File: src/rtl/l2cache_axi_bridge.sv
// L2 cache memory-port responder: runs one cached line or one uncached word access at a time
// as an AXI4 INCR master transaction with 32-bit data, then returns the result to L2.
module l2cache_axi_bridge #(
  parameter int offset_width = 3
) (
  input  logic                                clk,
  input  logic                                rstn,
  input  logic [31:0]                         addr_l2cache_mem_r,
  input  logic [31:0]                         addr_l2cache_mem_w,
  input  logic [32*(1<<offset_width)-1:0]     dout_l2cache_mem,
  output logic [32*(1<<offset_width)-1:0]     din_mem_l2cache,
  input  logic                                l2cache_mem_req_r,
  input  logic                                l2cache_mem_req_w,
  input  logic                                l2cache_mem_SUC,
  input  logic [3:0]                          l2cache_mem_wstrb,
  input  logic [1:0]                          l2cache_mem_size,
  input  logic                                l2cache_mem_rdy,
  output logic                                mem_l2cache_addrOK_r,
  output logic                                mem_l2cache_addrOK_w,
  output logic                                mem_l2cache_dataOK,
  output logic [31:0]                         araddr,
  output logic [7:0]                          arlen,
  output logic [2:0]                          arsize,
  output logic [1:0]                          arburst,
  output logic                                arvalid,
  input  logic                                arready,
  input  logic [31:0]                         rdata,
  input  logic                                rlast,
  input  logic                                rvalid,
  output logic                                rready,
  output logic [31:0]                         awaddr,
  output logic [7:0]                          awlen,
  output logic [2:0]                          awsize,
  output logic [1:0]                          awburst,
  output logic                                awvalid,
  input  logic                                awready,
  output logic [31:0]                         wdata,
  output logic [3:0]                          wstrb,
  output logic                                wlast,
  output logic                                wvalid,
  input  logic                                wready,
  input  logic                                bvalid,
  output logic                                bready
);

  localparam int BEATS = 1 << offset_width;
  localparam int LINE  = 32 * BEATS;
  localparam logic [7:0] LINE_LEN = 8'(BEATS - 1);

  typedef enum logic [2:0] {
    IDLE  = 3'd0,
    RD_AR = 3'd1,
    RD_R  = 3'd2,
    WR_AW = 3'd3,
    WR_W  = 3'd4,
    WR_B  = 3'd5,
    RESP  = 3'd6
  } state_e;

  state_e                    state_q;
  logic [offset_width-1:0]   cnt_q;
  logic [offset_width-1:0]   cnt_d;
  logic [LINE-1:0]           buf_q;
  logic [3:0]                beat_strb_q;
  logic [31:0]               araddr_q;
  logic [7:0]                arlen_q;
  logic [2:0]                arsize_q;
  logic [1:0]                arburst_q;
  logic                      arvalid_q;
  logic                      rready_q;
  logic [31:0]               awaddr_q;
  logic [7:0]                awlen_q;
  logic [2:0]                awsize_q;
  logic [1:0]                awburst_q;
  logic                      awvalid_q;
  logic [31:0]               wdata_q;
  logic [3:0]                wstrb_q;
  logic                      wlast_q;
  logic                      wvalid_q;
  logic                      bready_q;
  logic                      dataok_q;
  logic                      idle_s;
  logic                      addr_ok_w_s;
  logic                      addr_ok_r_s;
  logic [31:0]               next_word_s;
  logic                      next_last_s;

  // Request acceptance and next-beat selection
  always_comb begin
    idle_s      = (state_q == IDLE);
    // Write wins so a dirty writeback always leaves before the refill that replaces it.
    addr_ok_w_s = rstn & idle_s & l2cache_mem_req_w;
    addr_ok_r_s = rstn & idle_s & l2cache_mem_req_r & ~l2cache_mem_req_w;
    cnt_d       = cnt_q + {{(offset_width-1){1'b0}}, 1'b1};
    next_word_s = buf_q[{cnt_d, 5'd0} +: 32];
    next_last_s = (cnt_d == awlen_q[offset_width-1:0]);
  end

  // Transaction FSM with registered AXI and L2-side outputs
  always_ff @(posedge clk or negedge rstn) begin
    if (!rstn) begin
      state_q     <= IDLE;
      cnt_q       <= {offset_width{1'b0}};
      buf_q       <= {LINE{1'b0}};
      beat_strb_q <= 4'h0;
      araddr_q    <= 32'h0;
      arlen_q     <= 8'h0;
      arsize_q    <= 3'd0;
      arburst_q   <= 2'b00;
      arvalid_q   <= 1'b0;
      rready_q    <= 1'b0;
      awaddr_q    <= 32'h0;
      awlen_q     <= 8'h0;
      awsize_q    <= 3'd0;
      awburst_q   <= 2'b00;
      awvalid_q   <= 1'b0;
      wdata_q     <= 32'h0;
      wstrb_q     <= 4'h0;
      wlast_q     <= 1'b0;
      wvalid_q    <= 1'b0;
      bready_q    <= 1'b0;
      dataok_q    <= 1'b0;
    end else begin
      case (state_q)
        IDLE: begin
          cnt_q <= {offset_width{1'b0}};
          if (addr_ok_w_s) begin
            awaddr_q    <= addr_l2cache_mem_w;
            awlen_q     <= l2cache_mem_SUC ? 8'h0 : LINE_LEN;
            awsize_q    <= l2cache_mem_SUC ? {1'b0, l2cache_mem_size} : 3'd2;
            awburst_q   <= 2'b01;
            awvalid_q   <= 1'b1;
            buf_q       <= dout_l2cache_mem;
            beat_strb_q <= l2cache_mem_SUC ? l2cache_mem_wstrb : 4'hF;
            state_q     <= WR_AW;
          end else if (addr_ok_r_s) begin
            araddr_q    <= addr_l2cache_mem_r;
            arlen_q     <= l2cache_mem_SUC ? 8'h0 : LINE_LEN;
            arsize_q    <= l2cache_mem_SUC ? {1'b0, l2cache_mem_size} : 3'd2;
            arburst_q   <= 2'b01;
            arvalid_q   <= 1'b1;
            // Cleared so an uncached read returns zeros outside word 0.
            buf_q       <= {LINE{1'b0}};
            state_q     <= RD_AR;
          end else begin
            state_q     <= IDLE;
          end
        end
        RD_AR: begin
          if (arready) begin
            arvalid_q <= 1'b0;
            rready_q  <= 1'b1;
            state_q   <= RD_R;
          end
        end
        RD_R: begin
          if (rvalid) begin
            buf_q[{cnt_q, 5'd0} +: 32] <= rdata;
            cnt_q <= cnt_d;
            // rlast alone closes the burst; the counter simply wraps if it runs long.
            if (rlast) begin
              rready_q <= 1'b0;
              dataok_q <= 1'b1;
              state_q  <= RESP;
            end
          end
        end
        WR_AW: begin
          if (awready) begin
            awvalid_q <= 1'b0;
            wvalid_q  <= 1'b1;
            wdata_q   <= buf_q[31:0];
            wstrb_q   <= beat_strb_q;
            wlast_q   <= (awlen_q[offset_width-1:0] == {offset_width{1'b0}});
            cnt_q     <= {offset_width{1'b0}};
            state_q   <= WR_W;
          end
        end
        WR_W: begin
          if (wready) begin
            if (wlast_q) begin
              wvalid_q <= 1'b0;
              wlast_q  <= 1'b0;
              bready_q <= 1'b1;
              state_q  <= WR_B;
            end else begin
              cnt_q    <= cnt_d;
              wdata_q  <= next_word_s;
              wlast_q  <= next_last_s;
            end
          end
        end
        WR_B: begin
          if (bvalid) begin
            bready_q <= 1'b0;
            dataok_q <= 1'b1;
            state_q  <= RESP;
          end
        end
        RESP: begin
          if (l2cache_mem_rdy) begin
            dataok_q <= 1'b0;
            state_q  <= IDLE;
          end
        end
        default: begin
          state_q <= IDLE;
        end
      endcase
    end
  end

  assign mem_l2cache_addrOK_w = addr_ok_w_s;
  assign mem_l2cache_addrOK_r = addr_ok_r_s;
  assign mem_l2cache_dataOK   = dataok_q;
  assign din_mem_l2cache      = buf_q;
  assign araddr               = araddr_q;
  assign arlen                = arlen_q;
  assign arsize               = arsize_q;
  assign arburst              = arburst_q;
  assign arvalid              = arvalid_q;
  assign rready               = rready_q;
  assign awaddr               = awaddr_q;
  assign awlen                = awlen_q;
  assign awsize               = awsize_q;
  assign awburst              = awburst_q;
  assign awvalid              = awvalid_q;
  assign wdata                = wdata_q;
  assign wstrb                = wstrb_q;
  assign wlast                = wlast_q;
  assign wvalid               = wvalid_q;
  assign bready               = bready_q;

endmodule
File: config.mk
export PLATFORM = sky130hd
export DESIGN_NAME = l2cache_axi_bridge
export DESIGN_NICKNAME = d
export VERILOG_FILES = /design/src/rtl/l2cache_axi_bridge.sv
export SDC_FILE = /design/constraint.sdc
export NUM_CORES = 1
export LEC_CHECK = 0
export CORE_AREA = 3 3 296 298
export DETAILED_ROUTE_END_ITERATION = 7
export DIE_AREA = 0 0 299 301
export GPL_TIMING_DRIVEN = 0
export HOLD_SLACK_MARGIN = 0.02
export PLACE_DENSITY = 0.48
export SLEW_MARGIN = 20
export SYNTH_ARGS = -nofsm -noshare
export SYNTH_HDL_FRONTEND = slang
export SYNTH_SLANG_ARGS = --single-unit
File: constraint.sdc
create_clock -name clk -period 9.57 [get_ports clk]
set_clock_uncertainty 0.15 [all_clocks]
set_input_delay 0.957 -clock clk [delete_from_list [all_inputs] [get_ports clk]]
set_output_delay 0.957 -clock clk [all_outputs]
set_load 0.02 [all_outputs]
==> impl_results.md, run 1 <==
* Post-route ant nets at 0
* Routed vias/inst at 5.15
* Worst-case clock buffer depth at 3
* Setup TNS at 0 ps
* Cts bufs inserted at 50
* Area post-placement at 0.0292 mm^2
* Resized cells post-CTS at 0
* Post-Synthesis Cells at 1841
* VDD IR max at 0.000154 V
* CTS Root Buffer Type: clkbuf_16
* Total track usage at 26.5%
* Area Growth Syn to Fin at 52.7%
* Commonest register cell after synthesis: dfrtp_1
* Initial DRC Count at 1588
* Min Tclk post-route at 6180 ps
* Number of I/O port buffers at 714
* Seq/Total Area, Yosys at 47.0%
* Most common cell after layout, fill and taps aside: clkdlybuf4s50_1
* Max-cap viol count at 0
* Netlist cell types at 64
* DR vias at 19711
* Unrepaired setup endpoints after global routing: false
* Ys Warns at 0
* WL per Instance at 32.5 um
* Layout Cell Area excl Fill at 0.0310 mm^2
* Critical Path End Type: flop
* #FFs+latches synth at 381
* Worst-margin pin slew at 1200 ps
* Worst Setup SP: cnt_q[0]
* CP arrival at 6570 ps
* DPL Wire Length at 97000 um
* H-tree depth at 2
* Reg clk slew, reported paths at 60 ps
* Layout cells sized above 1 at 16.9%
* # fillers at 8629
* FMAX at 162 MHz
* Clk sinks at 381
* CTS tree: built
* First drt pass iteration count at 6
* Final Net Count at 3011
* Die footprint at 0.0900 mm^2
* Max-slew violation count at 0
* DIE HEIGHT at 301 um
* PwrDens at 302 mW/mm^2
* Pin count of the biggest net entering global routing at 91
* Worst reg2reg startpoint: cnt_q[0]
* Worst min path class: input port to asynchronous set/reset pin
* Cell Area, Synth at 0.0203 mm^2
* Post-place setup slack at 3440 ps
* DRC at 0
* Status: finished clean
* Vias in the first global route at 20473
* # Post-CTS Setup Buffers at 0
* Number of synthesized flops with an enable pin at 0
* Count of final hold-check violations at 0
* Critical path type: flop to flop
* Max FO, Critical Path at 11
* WL final at 124000 um
* # IOs at 761
* Latest clock arrival within the worst-skew pair at 600 ps
* Initial cell density of the core at 23.8%
* Placer Congestion at 0.891
* Synth Area per Inst at 11.0 um^2
* First-pass GRT wire length at 168000 um
* Relative slew slack at 19.7%
* Worst Setup Start Kind: flop
* Final core utilization at 36.4%
* Final worst slack at 3390 ps
* Overflow after GRT at 0
* Initial antenna violation count at 16
* Share of flip-flops with an asynchronous set or reset at 100%
* Crit share post-route at 64.6%
* Hold_buf cts at 0
* Core Area at 0.0851 mm^2
* CP required at 9960 ps
* Commonest non-fill, non-tap cells in the layout: clkdlybuf4s50_1 (713), dfrtp_1 (381), mux2_2 (231), nand2_1 (224), a22o_1 (201)
* Leak Pwr at 13.6 nW
* Endpoints failing setup at 0
* Row count at 107
* Die width at 299 um
-- area by class of cell --
type	count	area [um^2]	share of cell area, %
Timing Repair Buffer	727	7410	23.9
Antenna cell	8	20.0	0.0646
Clock buffer	70	1470	4.75
Clock inverter	23	233	0.751
Tap cell	1144	1430	4.62
Inverter	13	48.8	0.158
Sequential cell	381	9530	30.8
Multi-Input combinational cell	1250	9810	31.7
Buffer	210	1010	3.25
-- registers in the layout, summed over array words and instances (netlist names), 2 cells and up --
signal,flops
din_mem_l2cache,256
araddr,32
awaddr,32
wdata,32
beat_strb_q,4
wstrb,4
cnt_q,3
state_q,3
arsize,2
awsize,2
-- final timing paths --
kind | to | slack [ps] | cells after the start
setup / recovery | din_mem_l2cache[215] | 3390 | 12
hold / removal | din_mem_l2cache[58] | 100 | 1
setup reg to reg | din_mem_l2cache[215] | 3390 | 12
hold reg to reg | awburst[0] | 310 | 1
max in group asynchronous | din_mem_l2cache[231] | 7860 | 3
min in group clk | awburst[0] | 310 | 1
-- layer usage --
metal	wire [um]	GRT usage [%]	share of wire, %
met1	50800	33.3	41
met2	60100	44.7	48
met3	8670	5.87	7.0
met4	4520	9.34	3.6
met5	74	0	0.060
-- metrics by stage --
step | hold slack [ps] | cells | total power [mW]
after global routing | 99.0 | 3821 | 9.74
after detailed placement | 304 | 3724 | 7.39
after CTS | 73.8 | 3817 | 9.40
final | 102 | 3826 | 9.35
after global placement | 303 | 3712 | 7.32
after floorplan | 289 | 1854 | 4.86
-- cells by family (layout without fill, tap and decap cells) --
family                   Yosys count  after routing  synth area share, %
AND/OR/NAND/NOR                  473            473                 11.5
XOR/XNOR                           2              2               0.0864
multiplexers                     390            390                 21.1
adder cells (fa/ha/maj)            8              8                0.493
other                              1             22               0.0185
AO/OA/AOI/OAI                    363            363                 14.6
buffers and inverters            223           1043                 5.14
flip-flops                       381            381                 47.0
-- power by group --
part / internal, mW / leakage (nW) / switching (mW)
registers: 2.12 / 5.13 / 0.447
logic: 1.94 / 7.60 / 2.86
clock network: 1.18 / 0.838 / 0.793
total: 5.25 / 13.6 / 4.10
-- cell usage after synthesis, types with 4 or more instances --
| cell type | count | area, um^2 |
|---|---|---|
| a21oi_1 | 33 | 165 |
| a22o_1 | 201 | 1760 |
| a31oi_1 | 9 | 56.3 |
| a32o_1 | 56 | 561 |
| and3_1 | 33 | 206 |
| buf_1 | 36 | 135 |
| buf_2 | 42 | 210 |
| buf_4 | 19 | 143 |
| buf_6 | 11 | 124 |
| clkbuf_1 | 102 | 383 |
| dfrtp_1 | 381 | 9530 |
| ha_1 | 8 | 100 |
| inv_1 | 12 | 45.0 |
| mux2_1 | 11 | 124 |
| mux2_2 | 231 | 2600 |
| mux2_4 | 16 | 240 |
| mux2i_1 | 132 | 1320 |
| nand2_1 | 224 | 841 |
| nand2b_1 | 6 | 37.5 |
| nand3_1 | 131 | 656 |
| nand4_1 | 32 | 200 |
| nor2_1 | 10 | 37.5 |
| nor3_1 | 5 | 25.0 |
| nor4b_2 | 4 | 60.1 |
| o21ai_0 | 42 | 210 |
-- critical path: stages (launching register included) --
cell	delay (ps)
dfrtp_1	500
inv_1	350
clkbuf_1	760
clkbuf_1	740
ha_1	300
ha_1	250
buf_2	220
or2_2	310
clkbuf_1	200
nor3_1	900
clkbuf_1	950
a32o_1	330
mux2_2	160
No activity file was read; power rests on OpenSTA's default activity.
==> run 2, diff against run 1 <==
Clock period 9.57 ns to 6.01 ns, I/O delays scaled along.
==> run 2 against run 1 <==
Compared with the run above:
- global-route usage about the same
- register-to-register slack worse by 2900 ps
- combinational power up 59%
- clock-buffer cell count unchanged
- worst hold slack better by 210 ps
- die area unchanged
- largest power group unchanged
- clock power up 60%
- final area unchanged
- non-clock buffer count down 2
- first-iteration DRC count up 4.0%
==> impl_results.md, run 2 (same netlist as run 1, synthesis figures left out) <==
* Worst-margin pin slew at 1270 ps
* Critical Path End Type: flop
* Capturing point of the worst reg2reg path: din_mem_l2cache[177]
* Setup TNS at 0 ps
* CP arrival at 5850 ps
* Unrepaired setup endpoints after global routing: false
* Die width at 299 um
* Critical path type: flop to flop
* CTS tree: built
* Pin count of the biggest net entering global routing at 91
* Hold Crit Depth at 2
* Most common cell after layout, fill and taps aside: clkdlybuf4s50_1
* First drt pass iteration count at 6
* Initial cell density of the core at 23.8%
* Reg clk slew, reported paths at 60 ps
* Max-slew violation count at 0
* Layout cells sized above 1 at 16.9%
* Worst hold endpoint: wstrb[3]
* Worst r2r path cells at 11
* Top layer in use: met5
* Min Tclk post-route at 5480 ps
* VDD IR max at 0.000246 V
* Area Growth Syn to Fin at 52.7%
* WL met3 at 8410 um
* WL final at 124000 um
* Worst Setup Start Kind: flop
* Worst reg2reg startpoint: cnt_q[0]
* Clk sinks at 381
* Worst-case clock buffer depth at 3
* Die footprint at 0.0900 mm^2
* WL per Instance at 32.5 um
* Post-place setup slack at -121 ps
* Routed vias/inst at 5.17
* Final std cells w/o fill at 3823
* Min-delay src: beat_strb_q[3]
* Crit share post-route at 91.1%
* DP Cell Count at 3724
* DIE HEIGHT at 301 um
* Overflow after GRT at 0
* PwrDens at 481 mW/mm^2
* First-pass GRT wire length at 168000 um
* Max-cap viol count at 0
* Post-route ant nets at 0
* Count of final hold-check violations at 0
* Number of I/O port buffers at 714
* Final Net Count at 3009
* Placer Congestion at 0.891
* Core Area at 0.0851 mm^2
* DRC at 0
* H-tree depth at 2
* Initial DRC Count at 1651
* # Post-CTS Setup Buffers at 0
* CP required at 6380 ps
* FMAX at 183 MHz
* Max reg flops at 256
* Routed length on met2 at 60200 um
* Final Total Pwr at 14.9 mW
* DR vias at 19761
* Cts bufs inserted at 50
* Endpoints failing setup at 0
* Worst min path class: flop to flop
* DRT met1 WL at 51200 um
* Final core utilization at 36.4%
* Leak Pwr at 13.6 nW
* Total track usage at 26.5%
* # IOs at 761
* Latest clock arrival within the worst-skew pair at 600 ps
* DPL Wire Length at 97000 um
* Max FO, Critical Path at 19
* Vias in the first global route at 20474
* Commonest non-fill, non-tap cells in the layout: clkdlybuf4s50_1 (713), dfrtp_1 (381), mux2_2 (231), nand2_1 (224), a22o_1 (201)
* Final worst slack at 534 ps
* Initial antenna violation count at 15
* Status: finished clean
* FF-to-FF setup slack at 530 ps
* CTS Root Buffer Type: clkbuf_16
* Row count at 107
* Relative slew slack at 15.5%
run 2: how the worst max path moves through the flow:
| stage | start | to | depth (start not counted) | slack [ps] |
|---|---|---|---|---|
| after floorplan | cnt_q[0] | din_mem_l2cache[239] | 12 | 2410 |
| after global placement | rstn | mem_l2cache_addrOK_w | 8 | -14190 |
| after detailed placement | cnt_q[0] | din_mem_l2cache[215] | 12 | -120 |
| after CTS | cnt_q[0] | din_mem_l2cache[177] | 12 | 5 |
| after global routing | cnt_q[0] | din_mem_l2cache[177] | 11 | 170 |
| final | cnt_q[0] | din_mem_l2cache[177] | 11 | 530 |
run 2: per-stage QoR:
step                      hold WS (ps)  area, um^2
after floorplan                    155       20300
after global placement             303       28900
after detailed placement           304       29200
after CTS                          315       30900
after global routing               340       31000
final                              315       31000
run 2: report_power, final:
| part | total (mW) | internal [mW] | switching (mW) |
|---|---|---|---|
| Combinational | 7.64 | 3.09 | 4.55 |
| Sequential | 4.09 | 3.38 | 0.711 |
| Clock | 3.15 | 1.88 | 1.27 |
| Total | 14.9 | 8.35 | 6.53 |
run 2: area by class of cell:
| class | instances | area [um^2] |
|---|---|---|
| tap | 1144 | 1430 |
| clock buffer | 70 | 1470 |
| inverter | 13 | 48.8 |
| multi-input combinational | 1250 | 9810 |
| timing repair buffer | 728 | 7420 |
| antenna | 7 | 17.5 |
| fill | 8627 | 54200 |
| clock inverter | 23 | 233 |
| buffer | 207 | 1000 |
| sequential | 381 | 9530 |
run 2: what timing repair did:
item | CTS | global route
gates resized for setup | 1 | 1
hold buffers | 1 | 0
pin swaps | 0 | 0
endpoints found under the hold margin | 36 | 0
endpoints found under the setup margin | 15 | 7
run 2: critical path: stages, from the launching register on:
cell      delay [ps]
dfrtp_1          500
inv_1            680
clkbuf_1         730
ha_1             250
clkbuf_1         320
buf_2            630
nand2_1          360
nor3_2           710
clkbuf_2         500
buf_16           210
a22o_1           180
mux2_2           150
run 2: per-layer routing:
metal | up-vias | track usage, %
li1 | 8376 | -
met1 | 10278 | 33.3
met2 | 899 | 44.8
met3 | 196 | 5.86
met4 | 12 | 9.33
met5 | - | 0
